==> src/rtl/vga_timing_gen_if.sv <==
// Video timing bundle: raster position, syncs and strobes produced by vga_timing_gen.
// The master modport drives the bundle and the slave modport consumes it.
interface vga_timing_gen_if;
  logic [9:0] hpos;
  logic [9:0] vpos;
  logic       hsync;
  logic       vsync;
  logic       visible;
  logic       line_start;
  logic       frame_start;
  logic [7:0] frame_count;

  modport master (
    output hpos,
    output vpos,
    output hsync,
    output vsync,
    output visible,
    output line_start,
    output frame_start,
    output frame_count
  );

  modport slave (
    input hpos,
    input vpos,
    input hsync,
    input vsync,
    input visible,
    input line_start,
    input frame_start,
    input frame_count
  );
endinterface

==> src/rtl/vga_timing_gen.sv <==
// Raster timing generator: horizontal/vertical counters with registered syncs, visible flag,
// line/frame strobes and a frame counter, all aligned to the position they describe.
module vga_timing_gen #(
  parameter int unsigned H_VIEW      = 640,
  parameter int unsigned H_FRONT     = 16,
  parameter int unsigned H_SYNC      = 96,
  parameter int unsigned H_BACK      = 48,
  parameter int unsigned V_VIEW      = 480,
  parameter int unsigned V_FRONT     = 10,
  parameter int unsigned V_SYNC      = 2,
  parameter int unsigned V_BACK      = 33,
  parameter bit          SYNC_ACTIVE = 1'b0
) (
  input  logic              clk,
  input  logic              rst_n,
  input  logic              en,
  vga_timing_gen_if.master  vga
);

  localparam int unsigned HTotal = H_VIEW + H_FRONT + H_SYNC + H_BACK;
  localparam int unsigned VTotal = V_VIEW + V_FRONT + V_SYNC + V_BACK;

  localparam logic [9:0] HLast    = 10'(HTotal - 1);
  localparam logic [9:0] VLast    = 10'(VTotal - 1);
  localparam logic [9:0] HView    = 10'(H_VIEW);
  localparam logic [9:0] VView    = 10'(V_VIEW);
  localparam logic [9:0] HSyncBeg = 10'(H_VIEW + H_FRONT);
  localparam logic [9:0] HSyncEnd = 10'(H_VIEW + H_FRONT + H_SYNC - 1);
  localparam logic [9:0] VSyncBeg = 10'(V_VIEW + V_FRONT);
  localparam logic [9:0] VSyncEnd = 10'(V_VIEW + V_FRONT + V_SYNC - 1);

  logic [9:0] hpos_d, hpos_q;
  logic [9:0] vpos_d, vpos_q;
  logic [7:0] frame_count_d, frame_count_q;
  logic       hsync_d, hsync_q;
  logic       vsync_d, vsync_q;
  logic       visible_d, visible_q;
  logic       line_start_d, line_start_q;
  logic       frame_start_d, frame_start_q;

  logic [9:0] h_nxt, v_nxt;
  logic       line_wrap, frame_wrap;

  // Position the raster moves to on an enabled clock.
  always_comb begin
    line_wrap  = (hpos_q == HLast);
    frame_wrap = line_wrap && (vpos_q == VLast);
    h_nxt      = line_wrap ? 10'd0 : hpos_q + 10'd1;
    v_nxt      = vpos_q;
    if (line_wrap) begin
      v_nxt = (vpos_q == VLast) ? 10'd0 : vpos_q + 10'd1;
    end
  end

  // Decodes are taken from the next position so the registered outputs line up with it.
  always_comb begin
    hpos_d        = hpos_q;
    vpos_d        = vpos_q;
    frame_count_d = frame_count_q;
    hsync_d       = hsync_q;
    vsync_d       = vsync_q;
    visible_d     = visible_q;
    line_start_d  = 1'b0;
    frame_start_d = 1'b0;
    if (en) begin
      hpos_d        = h_nxt;
      vpos_d        = v_nxt;
      frame_count_d = frame_wrap ? frame_count_q + 8'd1 : frame_count_q;
      hsync_d       = ((h_nxt >= HSyncBeg) && (h_nxt <= HSyncEnd)) ? SYNC_ACTIVE : ~SYNC_ACTIVE;
      vsync_d       = ((v_nxt >= VSyncBeg) && (v_nxt <= VSyncEnd)) ? SYNC_ACTIVE : ~SYNC_ACTIVE;
      visible_d     = (h_nxt < HView) && (v_nxt < VView);
      line_start_d  = (h_nxt == 10'd0);
      frame_start_d = (h_nxt == 10'd0) && (v_nxt == 10'd0);
    end
  end

  // Reset parks the raster on the last pixel so the first enabled clock lands on (0,0).
  always_ff @(posedge clk or negedge rst_n) begin
    if (!rst_n) begin
      hpos_q        <= HLast;
      vpos_q        <= VLast;
      frame_count_q <= 8'hFF;
      hsync_q       <= ~SYNC_ACTIVE;
      vsync_q       <= ~SYNC_ACTIVE;
      visible_q     <= 1'b0;
      line_start_q  <= 1'b0;
      frame_start_q <= 1'b0;
    end else begin
      hpos_q        <= hpos_d;
      vpos_q        <= vpos_d;
      frame_count_q <= frame_count_d;
      hsync_q       <= hsync_d;
      vsync_q       <= vsync_d;
      visible_q     <= visible_d;
      line_start_q  <= line_start_d;
      frame_start_q <= frame_start_d;
    end
  end

  assign vga.hpos        = hpos_q;
  assign vga.vpos        = vpos_q;
  assign vga.hsync       = hsync_q;
  assign vga.vsync       = vsync_q;
  assign vga.visible     = visible_q;
  assign vga.line_start  = line_start_q;
  assign vga.frame_start = frame_start_q;
  assign vga.frame_count = frame_count_q;

endmodule
==> src/flat_wrapper.sv <==
// flat-port wrapper written by rule: the top's interface ports become plain ports
module vga_timing_gen_flat 
#(
  parameter int unsigned H_VIEW      = 640,
  parameter int unsigned H_FRONT     = 16,
  parameter int unsigned H_SYNC      = 96,
  parameter int unsigned H_BACK      = 48,
  parameter int unsigned V_VIEW      = 480,
  parameter int unsigned V_FRONT     = 10,
  parameter int unsigned V_SYNC      = 2,
  parameter int unsigned V_BACK      = 33,
  parameter bit          SYNC_ACTIVE = 1'b0
)
  (clk, rst_n, en, vga_hpos, vga_vpos, vga_hsync, vga_vsync, vga_visible, vga_line_start, vga_frame_start, vga_frame_count);
  vga_timing_gen_if vga_i ();
  input  logic clk;
  input  logic rst_n;
  input  logic en;
  output wire logic [$bits(vga_i.hpos)-1:0] vga_hpos;
  output wire logic [$bits(vga_i.vpos)-1:0] vga_vpos;
  output wire logic [$bits(vga_i.hsync)-1:0] vga_hsync;
  output wire logic [$bits(vga_i.vsync)-1:0] vga_vsync;
  output wire logic [$bits(vga_i.visible)-1:0] vga_visible;
  output wire logic [$bits(vga_i.line_start)-1:0] vga_line_start;
  output wire logic [$bits(vga_i.frame_start)-1:0] vga_frame_start;
  output wire logic [$bits(vga_i.frame_count)-1:0] vga_frame_count;
  assign vga_hpos = vga_i.hpos;
  assign vga_vpos = vga_i.vpos;
  assign vga_hsync = vga_i.hsync;
  assign vga_vsync = vga_i.vsync;
  assign vga_visible = vga_i.visible;
  assign vga_line_start = vga_i.line_start;
  assign vga_frame_start = vga_i.frame_start;
  assign vga_frame_count = vga_i.frame_count;
  vga_timing_gen #(.H_VIEW(H_VIEW), .H_FRONT(H_FRONT), .H_SYNC(H_SYNC), .H_BACK(H_BACK), .V_VIEW(V_VIEW), .V_FRONT(V_FRONT), .V_SYNC(V_SYNC), .V_BACK(V_BACK), .SYNC_ACTIVE(SYNC_ACTIVE)) u_core (.clk(clk), .rst_n(rst_n), .en(en), .vga(vga_i));
endmodule
==> config.mk <==
export PLATFORM = sky130hd
export DESIGN_NAME = vga_timing_gen_flat
export DESIGN_NICKNAME = d
export VERILOG_FILES = /design/src/rtl/vga_timing_gen_if.sv /design/src/rtl/vga_timing_gen.sv /design/src/flat_wrapper.sv
export SDC_FILE = /design/constraint.sdc
export NUM_CORES = 1
export LEC_CHECK = 0
export ABC_AREA = 0
export CAP_MARGIN = 10
export CORE_MARGIN = 2
export CORE_UTILIZATION = 60
export CTS_BUF_LIST = sky130_fd_sc_hd__clkbuf_4 sky130_fd_sc_hd__clkbuf_8 sky130_fd_sc_hd__clkbuf_16
export CTS_CLUSTER_SIZE = 16
export DETAILED_ROUTE_END_ITERATION = 16
export DONT_BUFFER_PORTS = 1
export PLACE_DENSITY = 0.82
export SYNTH_ARGS = -nofsm -noshare
export SYNTH_HDL_FRONTEND = slang
export SYNTH_SLANG_ARGS = --single-unit
==> constraint.sdc <==
create_clock -name clk -period 2.9 [get_ports clk]
set_input_delay 0.58 -clock clk [delete_from_list [all_inputs] [get_ports clk]]
set_output_delay 0.58 -clock clk [all_outputs]
set_load 0.05 [all_outputs]
== Yosys cells after proc, flatten, opt, wreduce, memory -nomap -nowiden ==
Cells that the tools add are included.

* Bits in latches: 0
* Output and inout port bits: 33
* Register bits after elaboration: 33
* Memories kept: 0
* Bits of input ports: 3
* Bits in writable memories: 0
* Bits in read-only memories: 0
* Word-level logic and storage cells: 34

* Equality and inequality tests: 2
* Divide/modulo/power cells: 0
* Add/subtract/negate cells: 3
* Reductions and logical operators: 8
* Order comparisons: 6
* Multipliers: 0
* Muxes and demuxes: 7
* Shifts and indexed selects: 0
* Bitwise gates (word level): 0

{| class="wikitable"
|+ Operators with widths
! kind !! number
|-
| $mux 10 || 3
|-
| $add 10x1->10 const B || 2
|-
| $eq 10x10->1 const B || 2
|-
| $logic_not 10->1 || 2
|-
| $ge 10x10->1 const B || 1
|-
| $ge 10x9->1 const B || 1
|-
| $le 10x10->1 const B || 1
|-
| $le 10x9->1 const B || 1
|-
| $lt 10x10->1 const B || 1
|-
| $lt 10x9->1 const B || 1
|-
| $add 8x1->8 const B || 1
|-
| $logic_and 1x1->1 || 5
|-
| $mux 1 || 4
|-
| $reduce_and 2->1 || 1
|}

== Logic depth before layout (Yosys ltp) ==
* Word-level depth: 6
* Gate-level depth with buffers: 9
* Gate-level depth less buffers: 8

== Least setup slack after synthesis ==
No wires, ideal clock.

* Kind: reg2reg
* Start: reg u_core.hpos_q[1], in the netlist u_core.vga.hpos[1]
* End: reg u_core.frame_start_q, in the netlist u_core.vga.frame_start
* Buffers on the path: 1
* Period minus slack after synthesis: 2317 ps
* Library setup time: 120 ps
* Path slack: 583 ps
* Required time: 2780 ps
* Stages on the path, launching flop included: 9
* Arrival time: 2197 ps
* Path through: dfstp_2 ha_1 and4_1 buf_2 nand3_2 o31a_1 a31oi_2 a21oi_2 and4_1

* Word-level cells in the longest chain between the ends: 5
* Elaborated cells between the ends (all ways): 8
* Those cells by class: add/sub (1); eq/ne (1); mux (3); reduce/logical (3)

{| class="wikitable"
|+ Ends and longest elaborated chain
! element !! line !! text
|-
| start, declared || vga_timing_gen.sv:32 || <nowiki>logic [9:0] hpos_d, hpos_q;</nowiki>
|-
| start signal, assigned || vga_timing_gen.sv:80 || <nowiki>hpos_q <= HLast;</nowiki>
|-
| start signal, assigned || vga_timing_gen.sv:89 || <nowiki>hpos_q <= hpos_d;</nowiki>
|-
| $add 10x1->10 or $eq 10x10->1 (tied branches) || vga_timing_gen.sv:48, vga_timing_gen.sv:46 ||
|-
| $mux 10 (on tied branches) || vga_timing_gen.sv:48, vga_timing_gen.sv:50 ||
|-
| $logic_not 10->1 || vga_timing_gen.sv:73 || <nowiki>frame_start_d = (h_nxt == 10'd0) && (v_nxt == 10'd0);</nowiki>
|-
| $logic_and 1x1->1 * || vga_timing_gen.sv:73 ||
|-
| $mux 1 * || vga_timing_gen.sv:65 || <nowiki>if (en) begin</nowiki>
|-
| net u_core.frame_start_d || vga_timing_gen.sv:39 || <nowiki>logic frame_start_d, frame_start_q;</nowiki>
|-
| end signal, assigned || vga_timing_gen.sv:96 || <nowiki>frame_start_q <= frame_start_d;</nowiki>
|-
| end, declared || vga_timing_gen.sv:39 ||
|}

The timed path passes the listed nets; every way through them passes the cells marked *.
A chain may end at the register's enable or synchronous reset.

== Final worst setup path ==
* Start: reg u_core.hpos_q[2], in the netlist u_core.vga.hpos[2]
* End: reg u_core.visible_q, in the netlist u_core.vga.visible

* Word-level cells in the longest chain between the ends: 4
* Elaborated cells between the ends (all ways): 7
* Those cells by class: add/sub (1); order compare (2); eq/ne (1); mux (2); reduce/logical (1)

{| class="wikitable"
|+ Ends and longest elaborated chain
! element !! line !! text
|-
| $add 10x1->10 or $eq 10x10->1 (tied branches) || vga_timing_gen.sv:48, vga_timing_gen.sv:46 ||
|-
| $mux 10 (on tied branches) || vga_timing_gen.sv:48, vga_timing_gen.sv:50 ||
|-
| $lt 10x10->1 or $lt 10x9->1 (tied branches) || vga_timing_gen.sv:71 || <nowiki>visible_d = (h_nxt < HView) && (v_nxt < VView);</nowiki>
|-
| $logic_and 1x1->1 * || vga_timing_gen.sv:71 ||
|-
| end signal, assigned || vga_timing_gen.sv:94 || <nowiki>visible_q <= visible_d;</nowiki>
|-
| end, declared || vga_timing_gen.sv:37 || <nowiki>logic visible_d, visible_q;</nowiki>
|}

Every way passes the cells marked *; elsewhere a longest branch is shown, timed or not.

==> metrics.txt <==
placer's final routability congestion estimate 0.9199; crit path cell chain and4_1, and3_1, nand2_1, xor2_1, nor3_1, a221oi_2; WL per Instance 16.84 µm; fmax 413.3 MHz; TritonCTS clock tree built; Syn. warnings 0; CP arrival 2.65 ns; sum of negative setup slack 0 ns; Final min period 2.420 ns; Post-Syn Area 0.002123 mm²; drt total wl 4815 µm; Post-synth EDFFs 0; leading area contributor after synthesis dfstp_2; setup bufs post-CTS 0; Pre-antenna DRT Iters 5; largest net degree at the start of global routing 24; Yosys reg bits 33; critical path's slowest cell dfstp_2; most frequent cell after synthesis nand2_1; CP required 3.13 ns; worst-path maximum fanout 12; GRT Residual Overflow 0; WS Path Type reg2reg; die area 0.004030 mm²; final routed DRC violation total 0; synth cell count leaders 22 x nand2_1, 20 x dfstp_2, 20 x xnor2_1; GR Util All Layers 26.40%; layout cell share with drive strength beyond 1 26.67%; DP HPWL 3340 µm; via count 1751; FP Rows 21; Clock Skews 0.01545 ns; post-route clock period utilization 83.43%; vias in the first global route 1593; Mapped Cells 227; Worst-path clk slew 0.11 ns; Syn Nets 236; Layout area overhead 10.67%; CP max stage delay 0.78 ns; final net count 248; Final ANT Viol Nets 0; Slew Viols, Final 0; clk_lat worst skew 0.35 ns; initial antenna violation count 0; Main synth FF type dfstp_2; top-area cell type share of the netlist area 24.75%; root buf cell clkbuf_4; clock buffer depth 2; global-route wire length before repair 8142 µm; P_leak 0.0009514 µW; # setup viols final 0; Initial Util 63.13%; depth of the CTS H-tree 2; core area 0.003363 mm²; critical path endpoint category flop; max cap viols 0; height of the die 63.49 µm; # diodes 0; PortBufs 0; chip width 63.49 µm; post-cts sizing count 0; Async SR Flop Fraction 100.0%; mean post-synth cell area 9.354 µm²; Fill cells 269; Buffers & Inverters on Critical Path 0; RSZ-0062 raised after global routing false; initial drt markers 127; post-synthesis sequential area ratio 40.07%; clock buffer count from CTS 5; Worst Tran Pin Value 0.6791 ns; startpoint types flop; power after layout 1396 µW; Sink Count 33; Peak VDD IR 0.6507 mV; Cell variety after synth 56; Final Hold Viols 0; vias per cell 6.122; Top-Level Pins 36; slew margin rel. 54.58%; top post-synthesis cells by area dfstp_2 25%, dfrtp_1 15%, xnor2_1 8.2%, nand2_1 3.9%, ha_1 3.5%; PwrDens 594.1 mW/mm²; outcome complete, no violations; Hold Crit Class in2async; Top delay family on crit path simple AND/OR/NAND/NOR gates
[routing by layer]
metal | global-route usage [%] | vias to the layer above | wire length [µm]
li1 | - | 828 | -
met1 | 35.77 | 825 | 2032
met2 | 39.47 | 90 | 2257
met3 | 10.18 | 8 | 448
met4 | 7.337 | 0 | 76
met5 | 0 | - | 0
[cell usage in the layout, fill, tap and decap left out, drive strengths merged, types with 3 or more instances in the layout]
cell type,n
dfrtp,13
dfstp,20
nor3b,3
nor2,17
ha,6
inv,7
a31oi,6
mux2,4
xnor2,20
nor3,5
o21ai,14
and3,7
nand4,8
nand3,17
nand2,22
buf,19
clkbuf,5
a21oi,10
xor2,7
[cell families after synthesis]
family	Yosys count	synth area share, %
muxes	4	2.121
adders and majority gates	6	3.536
DFF	33	40.07
xor gates and xnor gates	27	11.14
and+or+nand+nor	92	24.69
AOI/OAI and AO/OA	43	13.14
buffers and inverters	22	5.303
[worst reg2reg max path, cell delays in order, from the launching register on]
cell	delay, ns
dfstp_2	0.78
and4_1	0.42
and3_1	0.47
nand2_1	0.11
xor2_1	0.16
nor3_1	0.25
a221oi_2	0.11
[where the power goes]
| part | switching, µW | internal [µW] | total (µW) |
|---|---|---|---|
| clock network | 166 | 267 | 433 |
| logic | 226 | 113 | 338 |
| registers | 101 | 523 | 625 |
| total | 493 | 903 | 1400 |
[per-stage QoR]
stage	utilization (%)	instances	worst slack [ns]	hold slack (ns)	instance area [µm²]
after floorplan	-	227	0.5828	0.2844	2123
after global placement	66.52	277	0.5926	0.2855	2237
after detailed placement	66.52	277	0.5312	0.2853	2237
after CTS	69.87	286	0.5118	0.05360	2350
after global routing	69.87	286	0.3594	0.03906	2350
final	69.87	286	0.4804	0.05448	2350
[area by class of cell]
| cell class | count | area [µm²] | area share (%) |
|---|---|---|---|
| multi-input cells | 172 | 1160 | 49.36 |
| repair buffers | 20 | 152.6 | 6.496 |
| well taps | 46 | 57.56 | 2.449 |
| clock buffers | 5 | 37.54 | 1.597 |
| inverters | 7 | 26.28 | 1.118 |
| flip-flops and latches | 33 | 850.8 | 36.21 |
| clock inverters | 3 | 65.06 | 2.769 |
[flip-flops by register name, summed over array words and instances, names as in the netlist]
register                count
u_core.vga.hsync            1
u_core.vga.hpos            10
u_core.vga.vsync            1
u_core.vga.visible          1
u_core.vga.frame_start      1
u_core.vga.vpos            10
u_core.vga.frame_count      8
u_core.vga.line_start       1
[path summary, 6_finish.rpt]
kind	cells past startpoint	to	from	slack, ns
min reg2reg	2	u_core.vga.vpos[1]$_DFFE_PN0P_	u_core.vga.vpos[1]$_DFFE_PN0P_	0.58
min	0	u_core.vga.hpos[2]$_DFFE_PN1P_	rst_n	0.05
max	6	u_core.vga.visible$_DFFE_PN0P_	u_core.vga.hpos[2]$_DFFE_PN1P_	0.48
max reg2reg	6	u_core.vga.visible$_DFFE_PN0P_	u_core.vga.hpos[2]$_DFFE_PN1P_	0.48
max in group asynchronous	1	u_core.vga.vpos[1]$_DFFE_PN0P_	rst_n	1.75
min in group clk	1	u_core.vga.hsync$_DFFE_PN1P_	en	0.29
[what timing repair did]
action                     in CTS  in global routing
hold endpoints to repair       13                  0
setup endpoints to repair       0                  0
hold buffers                    1                  0
(Power assumes the default switching activity.)
